`config.mk`:
```
export PLATFORM = sky130hd
export DESIGN_NAME = linear_layer_host
export DESIGN_NICKNAME = d
export VERILOG_FILES = /design/src/rtl/linear_layer_host.sv
export SDC_FILE = /design/constraint.sdc
export NUM_CORES = 1
export LEC_CHECK = 0
export BUFFER_PORTS_ARGS = -buffer_cell sky130_fd_sc_hd__buf_4
export CORE_MARGIN = 2
export CORE_UTILIZATION = 45
export DETAILED_ROUTE_END_ITERATION = 16
export GPL_TIMING_DRIVEN = 0
export PLACE_DENSITY = 0.78
export SKIP_CTS_REPAIR_TIMING = 1
export SLEW_MARGIN = 20
export SYNTH_ARGS = -nofsm -noshare
export SYNTH_HDL_FRONTEND = slang
export SYNTH_SLANG_ARGS = --single-unit
```
`constraint.sdc`:
```
create_clock -name clk -period 2.3 [get_ports clk]
set_input_delay 0.23 -clock clk [delete_from_list [all_inputs] [get_ports clk]]
set_output_delay 0.23 -clock clk [all_outputs]
set_load 0.05 [all_outputs]
```
`src/rtl/linear_layer_host.sv`:
```
// Host-side sequencer for linear_layer_unit: loads operands from a serial stream,
// starts the unit, waits for done (with timeout) and drains the result matrix.
module linear_layer_host #(
    parameter int DATA_WIDTH     = 8,
    parameter int ACCUM_WIDTH    = 32,
    parameter int M_ROWS         = 2,
    parameter int K_COLS         = 2,
    parameter int N_COLS         = 2,
    parameter int TIMEOUT_CYCLES = 1024
) (
    input  logic                                  clk,
    input  logic                                  rst_n,
    input  logic                                  cmd_start,
    output logic                                  cmd_busy,
    output logic                                  cmd_done,
    output logic                                  cmd_error,
    input  logic                                  in_valid,
    output logic                                  in_ready,
    input  logic [ACCUM_WIDTH-1:0]                in_data,
    output logic [M_ROWS*K_COLS*DATA_WIDTH-1:0]   ll_act,
    output logic [K_COLS*N_COLS*DATA_WIDTH-1:0]   ll_wgt,
    output logic [N_COLS*ACCUM_WIDTH-1:0]         ll_bias,
    output logic                                  ll_start,
    input  logic                                  ll_busy,
    input  logic                                  ll_done,
    input  logic [M_ROWS*N_COLS*ACCUM_WIDTH-1:0]  ll_result,
    output logic                                  out_valid,
    input  logic                                  out_ready,
    output logic [ACCUM_WIDTH-1:0]                out_data,
    output logic                                  out_last
);

    localparam int NUM_ACT    = M_ROWS * K_COLS;
    localparam int NUM_WGT    = K_COLS * N_COLS;
    localparam int NUM_BIAS   = N_COLS;
    localparam int LOAD_BEATS = NUM_ACT + NUM_WGT + NUM_BIAS;
    localparam int NUM_OUT    = M_ROWS * N_COLS;
    localparam int BEAT_W     = $clog2(LOAD_BEATS + 1);
    localparam int TO_W       = $clog2(TIMEOUT_CYCLES + 1);
    localparam int IDX_W      = $clog2(NUM_OUT + 1);

    typedef enum logic [2:0] {
        ST_IDLE,
        ST_LOAD,
        ST_START,
        ST_WAIT,
        ST_CAPTURE,
        ST_DRAIN,
        ST_FIN
    } state_t;

    state_t state;
    state_t state_next;

    logic [BEAT_W-1:0]                     beat_cnt;
    logic [TO_W-1:0]                       wait_cnt;
    logic [IDX_W-1:0]                      out_idx;
    logic [M_ROWS*N_COLS*ACCUM_WIDTH-1:0]  result_buf;

    logic beat_fire;
    logic out_fire;
    logic last_beat;
    logic timed_out;
    logic last_out;

    // ll_busy is informational; the sequencer relies solely on ll_done.
    logic unused_ll_busy;
    assign unused_ll_busy = ll_busy;

    assign beat_fire = in_valid & in_ready;
    assign out_fire  = out_valid & out_ready;
    assign last_beat = (beat_cnt == BEAT_W'(LOAD_BEATS - 1));
    assign timed_out = (wait_cnt == TO_W'(TIMEOUT_CYCLES - 1));
    assign last_out  = (out_idx == IDX_W'(NUM_OUT - 1));

    always_ff @(posedge clk) begin
        if (!rst_n) begin
            state <= ST_IDLE;
        end else begin
            state <= state_next;
        end
    end

    always_comb begin
        state_next = state;
        cmd_busy   = 1'b1;
        cmd_done   = 1'b0;
        in_ready   = 1'b0;
        ll_start   = 1'b0;
        out_valid  = 1'b0;
        out_last   = 1'b0;
        case (state)
            ST_IDLE: begin
                cmd_busy = 1'b0;
                if (cmd_start) begin
                    state_next = ST_LOAD;
                end
            end
            ST_LOAD: begin
                in_ready = 1'b1;
                if (beat_fire && last_beat) begin
                    state_next = ST_START;
                end
            end
            ST_START: begin
                ll_start   = 1'b1;
                state_next = ST_WAIT;
            end
            ST_WAIT: begin
                if (ll_done) begin
                    state_next = ST_CAPTURE;
                end else if (timed_out) begin
                    state_next = ST_FIN;
                end
            end
            ST_CAPTURE: begin
                state_next = ST_DRAIN;
            end
            ST_DRAIN: begin
                out_valid = 1'b1;
                out_last  = last_out;
                if (out_fire && last_out) begin
                    state_next = ST_FIN;
                end
            end
            ST_FIN: begin
                cmd_done   = 1'b1;
                state_next = ST_IDLE;
            end
            default: begin
                state_next = ST_IDLE;
            end
        endcase
    end

    // Beat, timeout and drain counters plus the sticky error flag.
    always_ff @(posedge clk) begin
        if (!rst_n) begin
            beat_cnt   <= '0;
            wait_cnt   <= '0;
            out_idx    <= '0;
            cmd_error  <= 1'b0;
            result_buf <= '0;
        end else begin
            case (state)
                ST_IDLE: begin
                    if (cmd_start) begin
                        beat_cnt  <= '0;
                        cmd_error <= 1'b0;
                    end
                end
                ST_LOAD: begin
                    if (beat_fire) begin
                        beat_cnt <= beat_cnt + 1'b1;
                    end
                end
                ST_START: begin
                    wait_cnt <= '0;
                end
                ST_WAIT: begin
                    if (!ll_done) begin
                        if (timed_out) begin
                            cmd_error <= 1'b1;
                        end else begin
                            wait_cnt <= wait_cnt + 1'b1;
                        end
                    end
                end
                ST_CAPTURE: begin
                    result_buf <= ll_result;
                    out_idx    <= '0;
                end
                ST_DRAIN: begin
                    if (out_fire) begin
                        out_idx <= out_idx + 1'b1;
                    end
                end
                default: begin
                end
            endcase
        end
    end

    // Beat position selects the operand register; a/w keep only the low byte lane.
    always_ff @(posedge clk) begin
        if (!rst_n) begin
            ll_act  <= '0;
            ll_wgt  <= '0;
            ll_bias <= '0;
        end else if (beat_fire) begin
            for (int i = 0; i < NUM_ACT; i++) begin
                if (int'(beat_cnt) == i) begin
                    ll_act[i*DATA_WIDTH +: DATA_WIDTH] <= in_data[DATA_WIDTH-1:0];
                end
            end
            for (int i = 0; i < NUM_WGT; i++) begin
                if (int'(beat_cnt) == NUM_ACT + i) begin
                    ll_wgt[i*DATA_WIDTH +: DATA_WIDTH] <= in_data[DATA_WIDTH-1:0];
                end
            end
            for (int i = 0; i < NUM_BIAS; i++) begin
                if (int'(beat_cnt) == NUM_ACT + NUM_WGT + i) begin
                    ll_bias[i*ACCUM_WIDTH +: ACCUM_WIDTH] <= in_data;
                end
            end
        end
    end

    always_comb begin
        out_data = '0;
        for (int i = 0; i < NUM_OUT; i++) begin
            if (int'(out_idx) == i) begin
                out_data = result_buf[i*ACCUM_WIDTH +: ACCUM_WIDTH];
            end
        end
    end

endmodule

```
Yosys cells after proc, flatten, opt, wreduce, memory -nomap -nowiden. Index checks and enable logic that the tools add are counted.

Bits in registers: 278. Bits of input ports: 167. Output and inout port bits: 167. Logic and storage cells: 103.

Add/sub/neg operators: 3. Equal/unequal tests: 30. Multiplexer cells: 28. Bitwise operators: 2. Reductions and logical operators: 24.

Operator list (number): $mux 32 (4); $eq 4x4->1 const B (7); $mux 11 (2); $pmux 11 s2 (1); $reduce_and 2->1 (11); $mux 3 (6); $pmux 3 s6 (1); $ne 2x2->1 const B (8); $eq 3x3->1 const B (5); $eq 3x2->1 const B (4); $add 11x1->11 const B (1); $eq 11x10->1 const B (1); $mux 1 (9); $eq 4x3->1 const B (2); $mux 4 (2); $pmux 4 s2 (1); $reduce_and 4->1 (2); $reduce_bool 2->1 (4); $logic_not 3->1 (2); $pmux 3 s2 (1); $reduce_and 3->1 (2); $add 4x1->4 const B (1); $eq 4x2->1 const B (1); $logic_not 4->1 (1); other kinds (6) (8).

Logic depth before layout (Yosys ltp).
Depth in word-level cells: 6. Depth in mapped cells: 8. Mapped depth without buffers: 6.

Least setup slack after synthesis. No wires, ideal clock.

Kind: register to output. From: register out_idx[1]. To: output port out_data[11]. Arrival time: 2479 ps. Data required time: 2070 ps. Setup slack: -409 ps. Cell stages (with the launch flop): 8. Buffers on the path: 1. Path through: dfxtp_1 inv_1 ha_1 nor3b_1 buf_2 a221o_1 o21ai_0 o21ai_0.

Longest elaborated chain between the ends: 5. Elaborated cells between the ends (all ways): 8. Those cells by class: 3 x eq/ne; 4 x mux; 1 x reduce/logical.

Ends and longest elaborated chain: from (decl) (line 57) `logic [IDX_W-1:0] out_idx;`; from (signal assigned) (line 175) `out_idx <= out_idx + 1'b1;`; $logic_not 3->1 (line 212) `if (int'(out_idx) == i) begin`; $mux 32 (3 in a row) (line 212); $mux 32 * (line 212); to (decl) (line 29) `output logic [ACCUM_WIDTH-1:0] out_data,`.

Mark *: on every way between the ends. The rest lies on a longest branch, timed or not.

Worst setup path in the final report.
From: register out_idx[1]. To: output port out_data[30].

Same word-level chain as after synthesis.

==> out/qor.yml <==
sta:
  clock.fmax_mhz: 390
  timing.hold.ws_ps: -14.7
  relSlewSlack_pct: 49.3
  tightest_slew_ps: 761
  fin_crit_sh_pct: 112
  fin_skew_ps: 15.2
  setup_viol: 31
  hold_viol_final: 1
  min_period_ps: 2570
  fin_ws_ps: -266
  slew_violations: 0
  rsz0062_at_grt: "true"
setup_path:
  crit_type: "flip-flop to output pin"
  crit_family: "buffers and inverters"
  cp_num_cells: 8
  crit_slowest_cell: "dfxtp_4"
  cp_cell_sequence: "buf_4 > ha_1 > nor2b_4 > buf_4 > a221o_1 > o21ai_2 > o21ai_2 > buf_6"
  critPathMaxFanout: 10
  path_buf_inv: 3
  cp-end-kind: "output pin"
  max_stage_delay_ps: 370
  arrival_ps: 2340
  startpoint_type: "flip-flop"
  rr_worst_depth: 6
  critPathRequiredTime_ps: 2070
power:
  power_mw: 11.0
  comb_power_share_pct: 12.7
  p_leak_nw: 7.06
  p_per_area_nw_per_um2: 634
  p_int_mw: 8.14
  swShare_pct: 25.8
  p_clk_share_pct: 42.2
  switching_power_mw: 2.83
  vdd.ir_drop.worst_mv: 0.553
  pwr-share-seq_pct: 45.1
grt:
  antenna_found_initial: 2
  grt_pass1_wl_um: 56500
  grt_usage_pct: 26.9
  grt.overflow.total: 0
  grt_pass1_vias: 10800
  grt_max_degree: 15
run:
  max_cap_violations: 0
route:
  vias_per_cell: 5.42
  drtPass1Iterations: 6
  num_vias: 12200
  wire_per_inst_um: 19.0
  dr.first_iter.drc_count: 1108
  wl_um: 42700
  drtAntennaViolNets: 0
  drc: 0
place:
  dp_hpwl_um: 27500
  place_inst: 2030
  place_congestion: 0.854
  io_buffers: 323
  dpl-instance-area_um2: 14300
  pre_cts_slack_ps: -564
layout:
  fin_nets: 2072
  final_cell_area_um2: 17300
  final_cells: 2250
  drive_gt1_share_pct: 28.5
  area_growth_pct: 51.9
synth:
  async_reset_ff_share_pct: 0
  yosysWarnings: 0
  netlist_instances: 1377
  syn-mean-instance-area_um2: 8.27
  syn-cell-area_um2: 11400
  synth_top_area_share_pct: 48.9
  synth_fa_ha_area_share_pct: 1.10
  synth_commonest_cells: "nand2_1 (424), dfxtp_1 (278), a21oi_1 (201), nor2_1 (75), mux2i_1 (65)"
  synth_compound_area_share_pct: 16.3
  synthesis.nets: 1554
  ys_seq_area_share_pct: 48.9
  synthSimpleGateAreaFrac_pct: 21.2
  ys.flop_type: "dfxtp_1"
  synth_top_area_cell: "dfxtp_1"
  yosys-top-cells-area: "dfxtp_1 (49%), nand2_1 (14%), a21oi_1 (8.8%)"
  synthXorXnorAreaFrac_pct: 0.231
  synth_mux_area_share_pct: 5.71
  yosysMostFrequentCell: "nand2_1"
  synth_top_family_by_area: "simple AND/OR/NAND/NOR gates"
  ys_ff_latch: 278
  synth_edf_count: 0
  ys_types: 54
clock_network:
  cts_root_buffer: "clkbuf_16"
  clock_path_buffers: 3
  clock-sinks: 278
  numCtsBuffers: 29
  clkLatencyLatePin_ps: 550
  htree_num_levels: 1
  cts_tree: "built"
  cts.clk_slew.worst_paths_ps: 60
floorplan:
  pin_count: 334
  die_h_um: 163
  rows: 58
  start_util_pct: 45.5
  core_area_um2: 25000
  die-area_um2: 26600
  chipWidth_um: 163
outcome:
  status: "complete, but fails checks"
  failed_checks: "negative hold slack, negative setup slack"
hold_path:
  hold_path.class: "input pin to flip-flop"
  worstHoldPathCells: 3
## per-stage QoR
stage,TNS (ps),utilization (%)
after floorplan,-35.7,-
after global placement,-4440,57.3
after detailed placement,-5120,57.3
after CTS,-24670,61.0
after global routing,-8030,69.1
final,-5560,69.1
## layout make-up
cell class | count | area (um2)
antenna | 2 | 5.00
buffer | 119 | 812
clock buffer | 37 | 806
clock inverter | 17 | 126
fill | 1849 | 7740
inverter | 8 | 35.0
multi-input combinational | 971 | 5340
sequential | 278 | 5570
tap | 330 | 413
timing repair buffer | 488 | 4190
## routing by layer
layer / global-route usage, % / vias to the layer above / share of wire [%]
met3: 7.14 / 139 / 9.7
li1: - / 5683 / -
met4: 9.01 / 2 / 3.7
met2: 48.1 / 664 / 50
met5: 0 / - / 0.030
met1: 31.0 / 5705 / 36
## power groups by stage
stage / sequential, mW / clock [mW] / combinational, mW
2_1_floorplan: 5.10 / 0 / 0.581
3_3_place_gp: 5.05 / 0 / 1.09
3_5_place_dp: 5.05 / 0 / 1.11
4_1_cts: 4.95 / 4.63 / 1.11
5_1_grt: 4.96 / 4.87 / 1.47
6_report: 4.95 / 4.63 / 1.39
## sequential cells by signal, indices dropped and copies added (netlist names)
signal	flops
beat_cnt	4
cmd_error	1
ll_act	32
ll_bias	64
ll_wgt	32
out_idx	3
result_buf	128
state	3
wait_cnt	11
## worst register-to-register path, delay by kind of cell, from the launching register on
family | cells | cell delay (ps)
flops | 1 | 370
compound gates | 1 | 100
simple gates | 3 | 920
fa+ha+maj | 1 | 240
buf+inv | 1 | 190
## logic make-up after synthesis
family          count (synthesis)
fa+ha+maj                      10
flops                         278
xor+xnor                        3
compound gates                326
buf+inv                       128
simple gates                  567
mux                            65
## worst paths after layout
check                                               from                       end  slack [ps]
worst max-delay path             out_idx[1]$_SDFFE_PN0P_              out_data[30]        -270
worst min-delay path                          in_data[1]  ll_bias[33]$_SDFFE_PN0P_         -10
worst max register to register  wait_cnt[0]$_SDFFE_PN0P_  wait_cnt[5]$_SDFFE_PN0P_         330
worst min register to register  ll_bias[43]$_SDFFE_PN0P_  ll_bias[43]$_SDFFE_PN0P_         450
## layout by cell type, fill, tap and decap left out, types with 4 or more instances in the layout
cell type,count
nand3_1,12
mux2i_1,65
nor2_1,75
nor3_1,8
a31oi_1,7
o21ai_2,49
nand4b_1,5
nand2_1,424
clkbuf_2,8
buf_6,64
a21oi_1,201
o21ai_1,14
a221o_1,32
and3_1,5
o21a_1,5
buf_4,302
buf_2,34
nor4b_2,4
and2_1,4
o21ai_0,5
clkbuf_16,29
clkinv_2,11
clkbuf_1,34
dlygate4sd3_1,160
ha_1,7
inv_1,5
clkbuf_8,5
dfxtp_1,275
No activity file was read; power rests on OpenSTA's default activity.
